`src/rtl/dmem_arb_pkg.sv`:
```
// dmem_arb_pkg: shared types and constants for the data-memory port-B arbiter.
//   owner_e : which requester owns a BRAM access (CORE or HOST)
//   state_e : arbiter FSM state (IDLE or CLEAR)
//   BE_ALL  : full-word byte-enable mask used by the clear sweep
//   web_of  : byte write enables for a granted access
package dmem_arb_pkg;

  typedef enum logic {
    CORE = 1'b0,
    HOST = 1'b1
  } owner_e;

  typedef enum logic {
    IDLE  = 1'b0,
    CLEAR = 1'b1
  } state_e;

  localparam logic [3:0] BE_ALL = 4'hF;

  // Reads never touch the byte write enables.
  function automatic logic [3:0] web_of(input logic we, input logic [3:0] be);
    return we ? be : 4'h0;
  endfunction

endpackage

```
`src/rtl/rr_arb2.sv`:
```
// rr_arb2: two-requester round-robin arbiter.
//   clk, rst_n : clock and asynchronous active-low reset
//   req[1:0]   : request vector, bit CORE (0) and bit HOST (1)
//   advance    : arbitration enable; no grant is issued while low
//   gnt[1:0]   : one-hot combinational grant, same bit order as req
// On a tie the requester that did not win last is granted. The memory of the
// last winner resets to HOST so the core takes the first tie.
module rr_arb2
  import dmem_arb_pkg::*;
(
  input  logic       clk,
  input  logic       rst_n,
  input  logic [1:0] req,
  input  logic       advance,
  output logic [1:0] gnt
);

  owner_e last_owner_r;

  // Grant selection: single requester wins outright, tie goes to the non-last owner.
  always_comb begin
    gnt = 2'b00;
    if (advance) begin
      case (req)
        2'b01:   gnt = 2'b01;
        2'b10:   gnt = 2'b10;
        2'b11:   gnt = (last_owner_r == HOST) ? 2'b01 : 2'b10;
        default: gnt = 2'b00;
      endcase
    end else begin
      gnt = 2'b00;
    end
  end

  // Remember the winner of every grant.
  always_ff @(posedge clk or negedge rst_n) begin
    if (!rst_n) begin
      last_owner_r <= HOST;
    end else if (gnt[0]) begin
      last_owner_r <= CORE;
    end else if (gnt[1]) begin
      last_owner_r <= HOST;
    end else begin
      last_owner_r <= last_owner_r;
    end
  end

endmodule

```
`src/rtl/dmem_port_arbiter.sv`:
```
// dmem_port_arbiter: owns BRAM port B of the data memory, sharing it between
// the core load/store unit and the host path, plus a full-memory clear sweep.
//   core_* / host_*  : requesters (req/we/be/addr/wdata in, gnt/rvalid out)
//   rdata            : BRAM read data, valid while the owner's rvalid is high
//   clr_start        : pulse that starts the clear sweep (honoured in IDLE)
//   clr_busy         : sweep in progress
//   clr_done         : one-cycle pulse after the last clear write
//   data_mem_*       : BRAM port-B pins; data_mem_rstb_busy stalls everything
module dmem_port_arbiter
  import dmem_arb_pkg::*;
#(
  parameter int MEM_DEPTH = 4096,
  parameter int IDX_W     = $clog2(MEM_DEPTH)
) (
  input  logic        clk,
  input  logic        rst_n,
  input  logic        core_req,
  input  logic        core_we,
  input  logic [3:0]  core_be,
  input  logic [31:0] core_addr,
  input  logic [31:0] core_wdata,
  output logic        core_gnt,
  output logic        core_rvalid,
  input  logic        host_req,
  input  logic        host_we,
  input  logic [3:0]  host_be,
  input  logic [31:0] host_addr,
  input  logic [31:0] host_wdata,
  output logic        host_gnt,
  output logic        host_rvalid,
  output logic [31:0] rdata,
  input  logic        clr_start,
  output logic        clr_busy,
  output logic        clr_done,
  output logic        data_mem_clkb,
  output logic        data_mem_enb,
  output logic        data_mem_rstb,
  output logic [3:0]  data_mem_web,
  output logic [31:0] data_mem_addrb,
  output logic [31:0] data_mem_dinb,
  input  logic [31:0] data_mem_doutb,
  input  logic        data_mem_rstb_busy
);

  state_e           state_r;
  logic [IDX_W-1:0] idx_r;
  logic             core_rvalid_r;
  logic             host_rvalid_r;
  logic             clr_done_r;
  logic [1:0]       gnt_s;
  logic             arb_adv_s;
  logic             clr_wr_s;
  logic             last_idx_s;

  assign arb_adv_s  = (state_r == IDLE) && !data_mem_rstb_busy;
  assign clr_wr_s   = (state_r == CLEAR) && !data_mem_rstb_busy;
  assign last_idx_s = (idx_r == IDX_W'(MEM_DEPTH - 1));

  rr_arb2 u_arb (
    .clk     (clk),
    .rst_n   (rst_n),
    .req     ({host_req, core_req}),
    .advance (arb_adv_s),
    .gnt     (gnt_s)
  );

  assign core_gnt      = gnt_s[0];
  assign host_gnt      = gnt_s[1];
  assign core_rvalid   = core_rvalid_r;
  assign host_rvalid   = host_rvalid_r;
  assign clr_done      = clr_done_r;
  assign clr_busy      = (state_r == CLEAR);
  assign rdata         = data_mem_doutb;
  assign data_mem_clkb = clk;
  assign data_mem_rstb = 1'b0;

  // BRAM port-B mux: granted requester, else clear write, else quiet bus.
  always_comb begin
    data_mem_enb   = 1'b0;
    data_mem_web   = 4'h0;
    data_mem_addrb = 32'h0;
    data_mem_dinb  = 32'h0;
    if (gnt_s[0]) begin
      data_mem_enb   = 1'b1;
      data_mem_web   = web_of(core_we, core_be);
      data_mem_addrb = core_addr;
      data_mem_dinb  = core_wdata;
    end else if (gnt_s[1]) begin
      data_mem_enb   = 1'b1;
      data_mem_web   = web_of(host_we, host_be);
      data_mem_addrb = host_addr;
      data_mem_dinb  = host_wdata;
    end else if (clr_wr_s) begin
      data_mem_enb   = 1'b1;
      data_mem_web   = BE_ALL;
      data_mem_addrb = {{(30 - IDX_W){1'b0}}, idx_r, 2'b00};
      data_mem_dinb  = 32'h0;
    end else begin
      data_mem_enb   = 1'b0;
    end
  end

  // FSM, clear counter, read-valid tags and done pulse.
  always_ff @(posedge clk or negedge rst_n) begin
    if (!rst_n) begin
      state_r       <= IDLE;
      idx_r         <= '0;
      core_rvalid_r <= 1'b0;
      host_rvalid_r <= 1'b0;
      clr_done_r    <= 1'b0;
    end else begin
      // The rvalid bits double as the owner tag of the read in flight.
      core_rvalid_r <= gnt_s[0] & ~core_we;
      host_rvalid_r <= gnt_s[1] & ~host_we;
      clr_done_r    <= 1'b0;
      case (state_r)
        IDLE: begin
          if (clr_start) begin
            state_r <= CLEAR;
            idx_r   <= '0;
          end
        end
        CLEAR: begin
          if (clr_wr_s) begin
            if (last_idx_s) begin
              state_r    <= IDLE;
              idx_r      <= '0;
              clr_done_r <= 1'b1;
            end else begin
              idx_r <= idx_r + IDX_W'(1);
            end
          end
        end
        default: begin
          state_r <= IDLE;
          idx_r   <= '0;
        end
      endcase
    end
  end

endmodule

```
`config.mk`:
```
export PLATFORM = sky130hd
export DESIGN_NAME = dmem_port_arbiter
export DESIGN_NICKNAME = d
export VERILOG_FILES = /design/src/rtl/dmem_arb_pkg.sv /design/src/rtl/rr_arb2.sv /design/src/rtl/dmem_port_arbiter.sv
export SDC_FILE = /design/constraint.sdc
export NUM_CORES = 1
export LEC_CHECK = 0
export ABC_AREA = 1
export BUFFER_PORTS_ARGS = -buffer_cell sky130_fd_sc_hd__buf_2
export CAP_MARGIN = 0
export CORE_AREA = 2 2 112 114
export CTS_CLUSTER_DIAMETER = 80
export DETAILED_ROUTE_END_ITERATION = 12
export DIE_AREA = 0 0 114 116
export SETUP_SLACK_MARGIN = 0.4
export SLEW_MARGIN = 25
export SYNTH_ARGS = -nofsm -noshare
export SYNTH_HDL_FRONTEND = slang
export SYNTH_SLANG_ARGS = --single-unit
export TNS_END_PERCENT = 10
```
`constraint.sdc`:
```
create_clock -name clk -period 1.56 [get_ports clk]
set_clock_uncertainty 0.2 [all_clocks]
set_input_delay 0.234 -clock clk [delete_from_list [all_inputs] [get_ports clk]]
set_output_delay 0.234 -clock clk [all_outputs]
set_load 0.005 [all_outputs]
```
**Word-level counts from Yosys, hierarchy flattened**

Cells that the tools add are included.

- $add $sub $neg: 1
- Multiply operators: 0
- Div/mod/pow operators: 0
- Order comparisons: 0
- Equality and inequality tests: 6
- Shift-type cells: 0
- Muxes and demuxes: 29
- Bitwise gates (word level): 5
- Reduce and logical (&&, ||, !) cells: 5

Operators with widths:

| kind | count |
|---|---|
| two-way mux 32 bit | 4 |
| two-way mux 12 bit | 3 |
| one-hot mux 12 bit (2 select lines) | 1 |
| two-way mux 4 bit | 5 |
| two-way mux 14 bit | 1 |
| adder 12 x 1 -> 12 bit (second input constant) | 1 |
| == test 12 bit (second input constant) | 1 |
| two-way mux 1 bit | 11 |
| one-hot mux 2 bit (3 select lines) | 1 |
| == test 2 bit (second input constant) | 2 |
| two-way mux 2 bit | 2 |
| NOT 1 bit | 3 |
| AND 1 bit | 2 |
| == test 2 x 1 -> 1 bit (second input constant) | 1 |
| logical AND 1 bit | 2 |
| != test 2 x 1 -> 1 bit (second input constant) | 1 |
| != test 2 bit (second input constant) | 1 |
| one-hot mux 1 bit (2 select lines) | 1 |
| AND reduction 2 bit | 1 |
| nonzero test 2 bit | 1 |
| logical NOT 1 bit | 1 |

- Register bits after elaboration: 17
- Bits in latches: 0
- Memory bits (writable): 0
- Bits in read-only memories: 0
- Input bits: 176
- Output and inout bits: 109
- Word-level logic and storage cells: 52
- Memories kept: 0

**Depth between registers and ports, before layout**

- Depth in word-level cells: 5
- Mapped depth: 8
- Gate-level depth less buffers: 8

**Hierarchy**

A second synthesis with hierarchy kept.

- Cell total of the unflattened synthesis: 390
- Area total of the unflattened synthesis: 2212.1 um^2

By module, submodules not included:

| module | instances | cells an instance | area each (um^2) | seq. area each (um^2) |
|---|---|---|---|---|
| dmem_port_arbiter | 1 | 379 | 2147.1 | 400.4 |
| rr_arb2 | 1 | 11 | 65.1 | 26.3 |

==> results.md <==
* Status: finished, violations left
* Failing checks: negative setup slack
* Worst skew pair latency at roughly 0.36 ns
* Average cell area after synthesis at 5.601 µm²
* Diode count at 0
* Max cap viols at 0
* Total power at ~2.5 mW
* Share of cells above drive strength 1 at 0.5167
* Via Count at 3099
* Vias in the first global route at 2632
* WS Path Type: register to primary output
* Residual DRC count at 0
* DR iter-0 viols at 125
* Routability Congestion at 0.8116
* Start point of the critical path: u_arb.last_owner_r$_DFFE_PN1P_
* Post-DRT Antenna Nets at 0
* Die footprint at ~13000 µm²
* WP data arrival at around 1.7 ns
* Ys flop type: dfrtp_1
* TritonRoute pass-1 iters at 4
* Netlist cell types at 27
* Initial Utilization at 0.1787
* Die Height at 116 µm
* First-pass GRT wire length at between 10000 and 15000 µm
* Worst Hold Depth at 4
* Routed WL at 11210 µm
* Worst Path Required at approximately 1.1 ns
* Wirelength per Cell at between 15 and 20 µm
* Final period util at 1.370
* Die W at 114 µm
* DR vias/cell at 4.160
* Cell row count at 40
* Clk slew on worst S/H paths at 0.05 ns
* Worst Setup EP: data_mem_dinb[6]
* YS warnings at 0
* PwrDens at roughly 630 nW/µm²
* Maximum clock rate at 467.8 MHz
* Tightest Hold Check Type: primary input to register
* RSZ-0062 raised after global routing: true
* Port bufs at 219
* Crit Path Max Fanout at 6
* Final Worst Setup Slack at -0.5778 ns
* Number of fill cells at approximately 1300
* Minimum clock period at ~2.1 ns
* Syn Nets at 557
* Total core area at roughly 12000 µm²
* Area grow syn2layout at 85.71%
* Post-synth EDFFs at 0
* FFs w/ async S/R, synth at 1.000
* Worst setup SP type: register
* Final Util at 0.3318
* Worst VDD drop at ~0.00063 V
* Fin. max-slew vios at 0
* Sequential share of the synthesized area at 0.2005
* GR Overflow Total at 0
* Synth Register Bits at 17
* Worst R2R Start: clr_busy$_DFF_PN0_
* RR Endpoint: host_rvalid$_DFF_PN0_
* Post-DP HPWL at 8257 µm
* Leakage at approximately 2.3 nW
* R2R cell count at 8
* CP Capture Type: primary output
* Maximum number of pins on one net before global-route repair at 52
* Hold Slack at 0.04554 ns
* Non-Filler Instances at ~750
* Place WS at -0.2182 ns
* Post-Syn Area at roughly 2100 µm²
* Final setup viols at 72
* IO Pins at ~290
* CTS tree: built
* FF-to-FF setup slack at around 0.040 ns
* Post-Syn Instances at 380
* Final Hold Violating Endpoints at 0
* Initial antenna violation count at 0
* Fin nets at 776
* Placed insts at 723
* Total GRT Usage at 0.1342
==> cell usage in the layout (no fill, tap or decap), drive strengths merged <==
| cell type | Yosys | routed |
|---|---|---|
| o22ai | 4 | 4 |
| o211ai | 8 | 8 |
| nand3b | 3 | 3 |
| a2bb2oi | 1 | 1 |
| o21ai | 7 | 7 |
| conb | 1 | 1 |
| dlygate4sd3 | 0 | 4 |
| xnor2 | 1 | 1 |
| xor2 | 2 | 2 |
| nor4 | 1 | 1 |
| buf | 49 | 250 |
| inv | 22 | 22 |
| nand3 | 23 | 23 |
| nand4 | 2 | 2 |
| ha | 1 | 1 |
| clkbuf | 0 | 13 |
| nor2 | 15 | 15 |
| nand2 | 219 | 219 |
| dfstp | 1 | 1 |
| a21oi | 4 | 4 |
| dfrtp | 16 | 16 |
==> through the flow <==
stage               setup TNS [ns]  area (µm²)
floorplan                   -2.592        2136
global placement            -11.71        3303
detailed placement          -11.62        3303
CTS                         -38.02        3603
global route                -43.74        3953
finish                      -37.63        3953
==> cells in the mapped netlist, drive strengths merged, types with 3 or more instances <==
library cell	number	area, µm²
a21oi	4	35.04
buf	49	372.8
dfrtp	16	400.4
inv	22	82.58
nand2	219	824.5
nand3	23	115.1
nand3b	3	22.52
nor2	15	58.81
o211ai	8	60.06
o21ai	7	35.03
o22ai	4	25.02
==> worst max-delay path: stages, from the launching register on <==
cell and delay, ns:
dfstp_2 0.52, inv_1 0.07, a21oi_4 0.15, buf_12 0.16, buf_12 0.13, buf_12 0.11, nand2_1 0.04, nand2_1 0.05
buf_2 0.10
==> cell families (layout without fill, tap and decap cells) <==
family,Yosys count,in the layout,synth area share
buffers and inverters,71,289,0.2140
AOI/OAI and AO/OA,24,24,0.07701
adders and majority gates,1,1,0.005878
DFF,17,17,0.2005
xor gates and xnor gates,3,3,0.01235
and+or+nand+nor,263,263,0.4885
other,1,1,0.001762
==> sequential cells by signal (all words and copies together) (netlist names) <==
signal and flops:
host_rvalid 1, u_arb.last_owner_r 1, idx_r 12, core_rvalid 1
clr_done 1, clr_busy 1
==> area by class of cell <==
type | count | area (µm²) | share of cell area
clock buffer | 8 | 158.9 | 0.04020
inverter | 22 | 85.08 | 0.02153
multi-input combinational | 292 | 1444 | 0.3653
sequential | 17 | 426.7 | 0.1079
tap | 147 | 183.9 | 0.04653
timing repair buffer | 259 | 1654 | 0.4185
==> metal layers <==
| layer | vias up | track usage | wire length, µm |
|---|---|---|---|
| met1 | 1368 | 0.1641 | 4484 |
| met2 | 146 | 0.2381 | 5822 |
| met5 | - | 0 | 0 |
| met4 | 0 | 0.01870 | 23 |
| li1 | 1581 | - | - |
| met3 | 4 | 0.04132 | 877 |
==> power by group <==
part	internal, mW	switching [mW]
logic	0.496	0.451
clock network	0.691	0.241
registers	0.516	0.0776
total	1.70	0.770
==> worst min-delay path by stage <==
stage                                  endpoint  slack, ns       from
after floorplan              clr_busy$_DFF_PN0_      -0.26      rst_n
after global routing         clr_busy$_DFF_PN0_       0.07  clr_start
after global placement    idx_r[10]$_DFFE_PN0P_     -0.005      rst_n
after CTS                    clr_busy$_DFF_PN0_       0.05  clr_start
after detailed placement  idx_r[11]$_DFFE_PN0P_     -0.005      rst_n
final                        clr_busy$_DFF_PN0_       0.05  clr_start
==> what timing repair did <==
| action | 4_1_cts | 5_1_grt |
|---|---|---|
| hold buffers | 4 | 0 |
| endpoints found under the hold margin | 20 | 0 |
| setup buffers | 0 | 4 |
| pin swaps | 14 | 18 |
| resized for setup | 33 | 35 |
| endpoints found under the setup margin | 93 | 93 |
| cloned | 0 | 7 |
(Power assumes the default switching activity.)
